### src/rtl/load_store_unit.sv
// Load/store unit: byte-lane alignment, byte enables and load extension over a mem_resp handshake.
// Define LSU_MISALIGN_TRAP_EN to fault misaligned accesses instead of truncating the lane offset.
module load_store_unit #(
  parameter int XLEN   = 32,
  parameter int ADDR_W = 32
) (
  input  logic              clk,
  input  logic              rst,
  input  logic              req_valid,
  output logic              req_ready,
  input  logic              req_write,
  input  logic [2:0]        req_funct3,
  input  logic [ADDR_W-1:0] req_addr,
  input  logic [XLEN-1:0]   req_wdata,
  input  logic [4:0]        req_rd,
  input  logic              flush,
  output logic              mem_read,
  output logic              mem_write,
  output logic [ADDR_W-1:0] mem_address,
  output logic [XLEN-1:0]   mem_wdata,
  output logic [XLEN/8-1:0] mem_byte_enable,
  input  logic              mem_resp,
  input  logic [XLEN-1:0]   mem_rdata,
  output logic              rsp_valid,
  output logic [XLEN-1:0]   rsp_data,
  output logic [4:0]        rsp_rd,
  output logic              rsp_fault,
  output logic              stall
);

  localparam int NB = XLEN / 8;
  localparam int OB = $clog2(NB);

  typedef enum logic [1:0] {S_IDLE, S_ACCESS, S_RESP} state_t;

  state_t          r_state;
  logic            r_write;
  logic            r_unsigned;
  logic            r_flushed;
  logic [1:0]      r_size;
  logic [OB-1:0]   r_off;
  logic [4:0]      r_rd;

  logic [1:0]      w_size;
  logic            w_unsup;
  logic            w_fault;
  logic            w_accept;
  logic [OB-1:0]   w_lowmask;
  logic [OB-1:0]   w_off;
  logic [NB-1:0]   w_be_base;
  logic [NB-1:0]   w_be;
  logic [XLEN-1:0] w_wdata;
  logic [XLEN-1:0] w_shift;
  logic [XLEN-1:0] w_load;

  assign w_size   = req_funct3[1:0];
  assign w_accept = req_valid && (r_state == S_IDLE) && !flush;

  always_comb begin
    w_unsup = 1'b0;
    if (req_funct3 == 3'b111)
      w_unsup = 1'b1;
    if ((XLEN == 32) && ((req_funct3 == 3'b011) || (req_funct3 == 3'b110)))
      w_unsup = 1'b1;
    if (req_write && req_funct3[2])
      w_unsup = 1'b1;
  end

`ifdef LSU_MISALIGN_TRAP_EN
  logic w_misal;
  assign w_misal = ((w_size == 2'd1) && req_addr[0]) ||
                   ((w_size == 2'd2) && (req_addr[1:0] != 2'b00)) ||
                   ((w_size == 2'd3) && (req_addr[2:0] != 3'b000));
  assign w_fault = w_unsup || w_misal;
`else
  assign w_fault = w_unsup;
`endif

  // Offset is forced to natural alignment; aligned accesses are unaffected.
  always_comb begin
    w_lowmask = '0;
    w_be_base = '1;
    case (w_size)
      2'd0:    begin w_lowmask = '0;       w_be_base = NB'(1);  end
      2'd1:    begin w_lowmask = OB'(1);   w_be_base = NB'(3);  end
      2'd2:    begin w_lowmask = OB'(3);   w_be_base = NB'(15); end
      default: begin w_lowmask = '1;       w_be_base = '1;      end
    endcase
  end

  assign w_off   = req_addr[OB-1:0] & ~w_lowmask;
  assign w_be    = w_be_base << w_off;
  assign w_wdata = req_wdata << {w_off, 3'b000};
  assign w_shift = mem_rdata >> {r_off, 3'b000};

  always_comb begin
    w_load = w_shift;
    case (r_size)
      2'd0:    w_load = r_unsigned ? XLEN'(w_shift[7:0])  : XLEN'($signed(w_shift[7:0]));
      2'd1:    w_load = r_unsigned ? XLEN'(w_shift[15:0]) : XLEN'($signed(w_shift[15:0]));
      2'd2:    w_load = r_unsigned ? XLEN'(w_shift[31:0]) : XLEN'($signed(w_shift[31:0]));
      default: w_load = w_shift;
    endcase
  end

  always_ff @(posedge clk or negedge rst) begin
    if (!rst) begin
      r_state         <= S_IDLE;
      r_write         <= 1'b0;
      r_unsigned      <= 1'b0;
      r_flushed       <= 1'b0;
      r_size          <= '0;
      r_off           <= '0;
      r_rd            <= '0;
      mem_read        <= 1'b0;
      mem_write       <= 1'b0;
      mem_address     <= '0;
      mem_wdata       <= '0;
      mem_byte_enable <= '0;
      rsp_data        <= '0;
      rsp_rd          <= '0;
      rsp_fault       <= 1'b0;
    end else begin
      case (r_state)
        S_IDLE: begin
          if (w_accept) begin
            r_write    <= req_write;
            r_unsigned <= req_funct3[2];
            r_size     <= w_size;
            r_off      <= w_off;
            r_rd       <= req_rd;
            r_flushed  <= 1'b0;
            if (w_fault) begin
              r_state   <= S_RESP;
              rsp_fault <= 1'b1;
              rsp_data  <= '0;
              rsp_rd    <= req_rd;
            end else begin
              r_state         <= S_ACCESS;
              mem_read        <= !req_write;
              mem_write       <= req_write;
              mem_address     <= {req_addr[ADDR_W-1:OB], {OB{1'b0}}};
              mem_wdata       <= req_write ? w_wdata : '0;
              mem_byte_enable <= w_be;
            end
          end
        end
        S_ACCESS: begin
          if (flush)
            r_flushed <= 1'b1;
          // A flush anywhere in the access lets memory finish but drops the response.
          if (mem_resp) begin
            mem_read  <= 1'b0;
            mem_write <= 1'b0;
            if (r_flushed || flush) begin
              r_state <= S_IDLE;
            end else begin
              r_state   <= S_RESP;
              rsp_fault <= 1'b0;
              rsp_data  <= r_write ? '0 : w_load;
              rsp_rd    <= r_rd;
            end
          end
        end
        default: r_state <= S_IDLE;
      endcase
    end
  end

  assign req_ready = (r_state == S_IDLE);
  assign stall     = (r_state != S_IDLE);
  assign rsp_valid = (r_state == S_RESP) && !flush;

endmodule

### config.mk
export PLATFORM = sky130hd
export DESIGN_NAME = load_store_unit
export DESIGN_NICKNAME = d
export VERILOG_FILES = /design/src/rtl/load_store_unit.sv
export SDC_FILE = /design/constraint.sdc
export NUM_CORES = 1
export LEC_CHECK = 0
export ABC_AREA = 1
export ABC_CLOCK_PERIOD_IN_PS = 1900
export BUFFER_PORTS_ARGS = -buffer_cell sky130_fd_sc_hd__buf_2
export CORE_MARGIN = 2
export CORE_UTILIZATION = 50
export CTS_CLUSTER_SIZE = 30
export DETAILED_ROUTE_END_ITERATION = 12
export PLACE_DENSITY = 0.81
export SLEW_MARGIN = 5
export SYNTH_ARGS = -nofsm -noshare
export SYNTH_HDL_FRONTEND = slang
export SYNTH_SLANG_ARGS = --single-unit
### constraint.sdc
create_clock -name clk -period 1.9 [get_ports clk]
set_clock_uncertainty 0.1 [all_clocks]
set_input_delay 0.285 -clock clk [delete_from_list [all_inputs] [get_ports clk]]
set_output_delay 0.285 -clock clk [all_outputs]
set_load 0.02 [all_outputs]
# Yosys cells after proc, flatten, opt, wreduce, memory -nomap -nowiden
# Index checks and enable logic that the tools add are counted.
# W data, S select, Z words.
# totals
register_bits	120
wordCells	93
# op_classes
n_eq_ne	13
shift	3
mux	40
bitwise_logic	3
n_reduce_logical	19
# ops
operator	count
$mux W32	8
$pmux W32 S2	2
$shl A32 B5 Y32	1
$shr A32 B5 Y32	1
$mux W5	4
$mux W1	14
$pmux W5 S2	1
$mux W2	4
$ne A2 B2 Y1 const B	4
$pmux W1 S2	4
$pmux W2 S2	2
$pmux W4 S2	1
$eq A2 B1 Y1 const B	3
$eq A3 B3 Y1 const B	2
$logic_not A2 Y1	3
$reduce_and A3 Y1	2
$reduce_and A5 Y1	1
$logic_and A1 B1 Y1	4
$ne A2 B1 Y1 const B	2
$reduce_and A2 Y1	2
$reduce_and A4 Y1	1
$reduce_bool A2 Y1	2
$shl A4 B2 Y4	1
$eq A3 B2 Y1 const B	1
6 further kinds	8

# Longest topological paths before layout
# Gate-level depths: netlist (run 1).
# logic_depth
depth_word	7
depth_mapped	10
mapped_depth_nobuf	9

# Worst setup path before layout (run 1)
# OpenSTA, ideal clock, no wires.
# synth_timing
path_type	register -> register
startpoint	register r_state[1]
endpoint	register rsp_rd[0]
setup_ns	0.127
t_arrival_ns	1.445
t_required_ns	1.673
path_slack_ns	0.228
stages_incl_launch_ff	8
n_path_buf	1
path_cell_list	dfrtp_1 > nor2_1 > nand3_1 > nand2_1 > nand2_4 > buf_2 > nand2_1 > o21ai_0
# synth_via
elab_chain_len	5
elab_cells_between_ends	11
cone_classes	eq/ne (5); mux (1); reduce/logical (5)
# synth_lines
element	line_no	text
start, declared	36	state_t r_state;
start signal, assigned	108	r_state <= S_IDLE;
start signal, assigned	134	r_state <= S_RESP;
start signal, assigned	139	r_state <= S_ACCESS;
$logic_not A2 Y1 *	--	
net req_ready	10	output logic req_ready,
$logic_and A1 B1 Y1 (2 in a row)	57	assign w_accept = req_valid && (r_state == S_IDLE) && !flush;
$ne A2 B1 Y1 (no line)	--	
$reduce_and A5 Y1 (no line)	--	
end signal, assigned	137	rsp_rd <= req_rd;
end signal, assigned	161	rsp_rd <= r_rd;
end, declared	26	output logic [4:0] rsp_rd,
# The timed path passes the listed nets; every way through them passes the cells marked *.
# A chain may end at the register's enable or synchronous reset.

# Worst setup path after layout (run 1)
# layout_timing
startpoint	register r_state[0]
endpoint	register rsp_data[26]
# layout_via
elab_chain_len	5
elab_cells_between_ends	11
cone_classes	eq/ne (5); mux (1); reduce/logical (5)
# layout_lines
element	line_no	text
$logic_not A2 Y1	57, 124	
$logic_and A1 B1 Y1 (2 in a row)	57	
$ne A2 B1 Y1 (no line)	--	
$reduce_and A5 Y1 (no line)	--	
end signal, assigned	160	rsp_data <= r_write ? '0 : w_load;
end, declared	25	output logic [XLEN-1:0] rsp_data,
# Several ways; a longest one is shown, not always the timed one.

==> metrics.md, run 1 <==
| Metric | Value |
|---|---|
| Async SR Flop Fraction | `100.0%` |
| GRT Util Overall | `28.93%` |
| Syn-to-layout area delta | `37.92%` |
| Number of global-route vias before repair | `6134` |
| Initial DRC count | `506` |
| Fmax | `577.9 MHz` |
| Initial antenna violation count | `0` |
| Final WL | `18300 um` |
| Area share of the largest cell type after synthesis | `49.90%` |
| I/O Pins | `221` |
| Die Span Y | `113.7 um` |
| I/O Buffers | `218` |
| Top-count cell post-synth | `nand2_1` |
| Placer Congestion | `0.9206` |
| Total Power | `10.77 mW` |
| Relative slew slack | `61.08%` |
| Type of the most critical hold path | `in2reg` |
| Routed Antenna Nets | `0` |
| CTS max path bufs | `2` |
| Worst EP required | `2.09 ns` |
| Worst min-delay path endpoint | `r_rd[1]$_DFFE_PN0P_` |
| Avg Vias per Cell | `5.211` |
| Final Setup Violations | `0` |
| Syn Inst Count | `813` |
| Max Slew Vio Count | `0` |
| Post-synthesis sequential area ratio | `49.90%` |
| # DRC | `0` |
| Post-synthesis register bit count | `120` |
| Period Utilization, post-route | `91.07%` |
| Die area | `12930 um^2` |
| Dominant delay contributor by cell family on the critical path | `simple AND/OR/NAND/NOR gates` |
| Layout fillers | `951` |
| Synth area leaders | `dfrtp_1, nand2_1, nand3_1` |
| Crit path cell chain | `inv_2, nor2_4, nand2_1, nand2_1, inv_1, nand2_8, buf_12, nor2_1, nand2_1, nand2_1` |
| Clock sink total | `120` |
| Slowest CP cell | `dfrtp_1` |
| Post-Syn Area | `6018 um^2` |
| Tmin final | `1.730 ns` |
| Core Area | `11860 um^2` |
| Critical R2R Capture | `rsp_data[26]$_DFFE_PN0P_` |
| Largest net degree at the start of global routing | `49` |
| CTS clk-pin slew, worst paths | `0.06 ns` |
| Proportion of layout cells with a drive suffix above 1 | `27.64%` |
| Crit path buffers/inverters | `3` |
| H-tree depth | `4` |
| Main synth FF type | `dfrtp_1` |
| Final #Nets | `1175` |
| Max_cap viols | `0` |
| Root Buffer | `clkbuf_16` |
| Result of the run | `finished, final reports clean` |
| Router iterations before antenna repair | `5` |
| Post-CTS Setup Bufs | `0` |
| Pwr/cell area | `1297 nW/um^2` |
| Reg2reg setup slack | `0.17 ns` |
| Lkg Pwr | `4.816 nW` |
| Initial Util | `50.74%` |
| Worst vdd ir | `0.0008460 V` |
| Crit path launch | `r_state[0]$_DFFE_PN0P_` |
| Routed vias | `6383` |
| EDFF count, synth | `0` |
| Hpwl dp | `12300 um` |
| Synthesis warning total | `0` |
| Hold path depth | `3` |
| Endpoints failing hold | `0` |
| Most frequent CP cell | `nand2_1` |
| Largest stage delay, worst path | `0.39 ns` |
| Global-route wire length before repair | `29530 um` |
| Die width | `113.7 um` |
| FP Rows | `40` |
| Crit path DAT | `1.92 ns` |
| Worst r2r src | `r_state[0]$_DFFE_PN0P_` |
| Hold Crit Start | `req_rd[1]` |
| Setup CP Type | `reg2reg` |
| Setup_tns | `0 ns` |
| Overflow after GRT | `0` |
| Setup crit end kind | `flip-flop` |
| WL/cell | `14.94 um` |
| Critical path launch point type | `flip-flop` |
| Clock latency on the worst-skew pair | `0.41 ns` |
| RSZ-0062 raised after global routing | `false` |
| CP Max Fanout | `19` |
| Top cells by count, synth | `nand2_1, dfrtp_1, nand3_1, o21ai_0, inv_1` |
| Worst R2R Path Depth | `10` |
| Post-synth top area cell | `dfrtp_1` |
| Worst Tran Pin Value | `0.5838 ns` |
| Ant. Diodes | `0` |
| CTS tree | `done` |
| Syn Area/Cell | `7.403 um^2` |
| Total CTS buffers | `17` |
| Synth cell types | `29` |
[layer usage]
layer	global-route usage (%)	part of all wire (%)	up-vias
met1	35.65	39	2907
met3	8.130	9.1	49
met2	48.42	49	357
li1	-	-	3070
met4	11.46	2.9	0
met5	0	0	-
[area by class of cell]
type	instances	area [um^2]	area share, %
Multi-Input combinational cell	603	2611	31.46
Inverter	48	182.7	2.201
Tap cell	147	183.9	2.216
Sequential cell	120	3003	36.18
Timing Repair Buffer	275	1679	20.23
Clock buffer	17	425.4	5.125
Clock inverter	15	215.2	2.593
[cells in the final DEF, fill, tap and decap left out, drive strengths merged]
| master | count |
|---|---|
| nand3 | 63 |
| dlygate4sd3 | 31 |
| clkbuf | 18 |
| and2 | 1 |
| bufinv | 4 |
| nor2 | 39 |
| or2 | 1 |
| conb | 2 |
| o21ai | 64 |
| buf | 243 |
| nor3 | 8 |
| o31ai | 8 |
| nand2 | 405 |
| clkinv | 7 |
| o211ai | 8 |
| inv | 52 |
| a21oi | 2 |
| dfrtp | 120 |
| mux2i | 2 |
[kinds of logic after synthesis]
group	after synthesis	synth area share, %
AO/OA/AOI/OAI	82	7.485
AND/OR/NAND/NOR	517	35.26
other	1	0.06231
buffers and inverters	91	6.965
flip-flops	120	49.90
multiplexers	2	0.3327
[worst max-delay path by stage]
stage / end / cells after the start
final: rsp_data[26]$_DFFE_PN0P_ / 10
after global routing: rsp_data[26]$_DFFE_PN0P_ / 10
after CTS: rsp_data[20]$_DFFE_PN0P_ / 10
after detailed placement: rsp_data[20]$_DFFE_PN0P_ / 10
after global placement: rsp_data[25]$_DFFE_PN0P_ / 9
after floorplan: rsp_rd[0]$_DFFE_PN0P_ / 7
[power by group]
group | switching [mW] | internal [mW] | total (mW) | leakage [nW]
clock | 1.24 | 2.23 | 3.47 | 0.315
sequential | 0.431 | 3.25 | 3.68 | 1.57
combinational | 2.38 | 1.24 | 3.62 | 2.94
[through the flow]
stage	util [%]	area (um^2)	cells	setup WS [ns]	hold WS, ns
after global routing	69.98	8300	1225	0.02094	0.008067
after CTS	69.69	8267	1224	0.09449	0.001226
final	69.98	8300	1225	0.1697	0.006271
after floorplan	-	6022	814	0.2279	-0.1106
after detailed placement	61.68	7316	1161	0.1181	0.2258
after global placement	61.68	7316	1161	0.2257	0.2213
[sequential cells by signal (all words and copies together) (netlist names), 2 cells and up]
name,flops
mem_address,30
mem_byte_enable,4
mem_wdata,32
r_off,2
r_rd,5
r_size,2
r_state,2
rsp_data,32
rsp_rd,5
[what timing repair did]
action                                  CTS  global route
hold endpoints to repair                 67             0
endpoints found under the setup margin    0            16
gates resized for setup                   0             1
hold buffers                             31             0
[worst min-delay path: stages]
cell and delay (ns):
buf_2 0.10, nand2_1 0.05, nand2_1 0.06
(Power assumes the default switching activity.)
==> run 2: changes to the inputs <==
--- a/config.mk
+++ b/config.mk
@@ -8,6 +8,7 @@
 export ABC_AREA = 1
 export ABC_CLOCK_PERIOD_IN_PS = 1900
 export BUFFER_PORTS_ARGS = -buffer_cell sky130_fd_sc_hd__buf_2
+export CORE_ASPECT_RATIO = 0.7
 export CORE_MARGIN = 2
 export CORE_UTILIZATION = 50
 export CTS_CLUSTER_SIZE = 30
==> run 2 against run 1 <==
Against the previous run:
- sequential share of layout area grew 0.19 points
- first-iteration DRC count shrank 14%
- sequential power about the same
- critical endpoint is now rsp_data[17]$_DFFE_PN0P_
- via count is 2.5% lower
- power down 3.1%
- setup slack worse by 0.0078 ns
- wire length shrank 1.9%
- die area grew 0.11%
- maximum frequency decreased by 0.45%
- combinational power is essentially flat
- final cell count up 1.1%
==> metrics.md, run 2 (synthesized netlist as in run 1, its figures left out) <==
| Metric | Value |
|---|---|
| Final #Nets | `1178` |
| Setup_tns | `0 ns` |
| Initial Util | `51.32%` |
| Global-route wire length before repair | `27670 um` |
| RSZ-0062 raised after global routing | `false` |
| Util after Layout | `70.42%` |
| Fmax | `575.3 MHz` |
| Layout fillers | `963` |
| Crit path launch | `r_off[1]$_DFFE_PN0P_` |
| FP Rows | `33` |
| Syn-to-layout area delta | `37.21%` |
| Overflow after GRT | `0` |
| Placed Cells | `1172` |
| Clock latency on the worst-skew pair | `0.40 ns` |
| Die area | `12940 um^2` |
| Routed vias | `6225` |
| Die Span Y | `95.79 um` |
| CTS tree | `done` |
| Hold Crit Start | `req_rd[2]` |
| Type of the most critical hold path | `in2reg` |
| Total Power | `10.44 mW` |
| Final Setup Violations | `0` |
| Initial antenna violation count | `0` |
| Ant. Diodes | `0` |
| Die width | `135.1 um` |
| H-tree depth | `4` |
| Final WL | `17950 um` |
| Layout Cells excl Fill | `1238` |
| CTS clk-pin slew, worst paths | `0.06 ns` |
| Initial DRC count | `434` |
| Max_cap viols | `0` |
| WL/cell | `14.50 um` |
| Worst EP required | `2.08 ns` |
| Number of global-route vias before repair | `5635` |
| GRT Util Overall | `27.33%` |
| Worst r2r src | `r_off[1]$_DFFE_PN0P_` |
| Hold Slack | `0.01670 ns` |
| Router iterations before antenna repair | `5` |
| Avg Vias per Cell | `5.028` |
| Biggest regs | `mem_wdata (32), rsp_data (32), mem_address (30)` |
| I/O Buffers | `218` |
| Endpoints failing hold | `0` |
| Hpwl dp | `12500 um` |
| # DRC | `0` |
| Setup CP Type | `reg2reg` |
| Worst vdd ir | `0.0008389 V` |
| Max Slew Vio Count | `0` |
| CTS max path bufs | `2` |
| Largest net degree at the start of global routing | `52` |
| Tmin final | `1.738 ns` |
| Root Buffer | `clkbuf_16` |
| Result of the run | `finished, final reports clean` |
| Clock sink total | `120` |
| Period Utilization, post-route | `91.48%` |
| I/O Pins | `221` |
| Crit path DAT | `1.92 ns` |
| Area of the multi-input gates | `2603 um^2` |
| Lkg Pwr | `4.789 nW` |
| Proportion of layout cells with a drive suffix above 1 | `27.84%` |
| Pwr/cell area | `1264 nW/um^2` |
| Core Area | `11730 um^2` |
| Routed Antenna Nets | `0` |
| Setup crit end kind | `flip-flop` |
| Most frequent cells in the layout | `nand2_1, buf_2, dfrtp_1` |
| CP Max Fanout | `17` |
| Most common cell after layout, fill and taps aside | `nand2_1` |
| Area occupied by registers | `3003 um^2` |
| Placer Congestion | `0.9506` |
| Total CTS buffers | `17` |
| Critical path launch point type | `flip-flop` |
==> run 2: final timing paths <==
| path | end | slack, ns | depth (start not counted) |
|---|---|---|---|
| setup / recovery | rsp_data[17]$_DFFE_PN0P_ | 0.16 | 6 |
| hold / removal | r_rd[2]$_DFFE_PN0P_ | 0.02 | 3 |
| setup reg to reg | rsp_data[17]$_DFFE_PN0P_ | 0.16 | 6 |
| max in group asynchronous | rsp_data[22]$_DFFE_PN0P_ | 0.85 | 3 |
| hold reg to reg | mem_address[20]$_DFFE_PN0P_ | 0.37 | 2 |
| min in group asynchronous | mem_address[18]$_DFFE_PN0P_ | 0.27 | 2 |
==> run 2: report_power, final <==
| part | internal [mW] | switching, mW | total, mW |
|---|---|---|---|
| Sequential | 3.25 | 0.417 | 3.67 |
| Clock | 1.98 | 1.18 | 3.16 |
| Combinational | 1.24 | 2.37 | 3.61 |
==> run 2: layer usage <==
layer | routed length [um] | part of all wire (%) | GRT usage (%) | vias up
met2 | 8077 | 45 | 43.06 | 274
met1 | 8037 | 45 | 38.36 | 2844
met3 | 1458 | 8.1 | 5.687 | 34
met5 | 0 | 0 | 0 | -
met4 | 379 | 2.1 | 8.594 | 0
li1 | - | - | - | 3073
==> run 2: layout make-up <==
class,count,area share (%)
flip-flops and latches,120,36.36
multi-input cells,603,31.52
repair buffers,278,20.36
clock buffers,19,5.364
well taps,157,2.379
inverters,48,2.212
clock inverters,13,1.803
==> run 2: timing repair <==
| item | 4_1_cts | 5_1_grt |
|---|---|---|
| setup buffers | 0 | 4 |
| endpoints found under the hold margin | 48 | 1 |
| resized for setup | 0 | 0 |
| hold buffers | 29 | 1 |
| endpoints found under the setup margin | 0 | 3 |
==> run 2: critical path, cell delays in order (launching register included) <==
cell and delay (ns):
dfrtp_1 0.51, buf_4 0.27, nand2_1 0.10, nand3_1 0.10, nand3_2 0.29, nand2_1 0.18, nand2_1 0.06
==> run 2: through the flow <==
step | setup slack (ns) | area (um^2)
2_1_floorplan | 0.2279 | 6022
3_3_place_gp | 0.1890 | 7336
3_5_place_dp | 0.1685 | 7336
4_1_cts | 0.1713 | 8218
5_1_grt | 0.02438 | 8258
6_report | 0.1619 | 8258
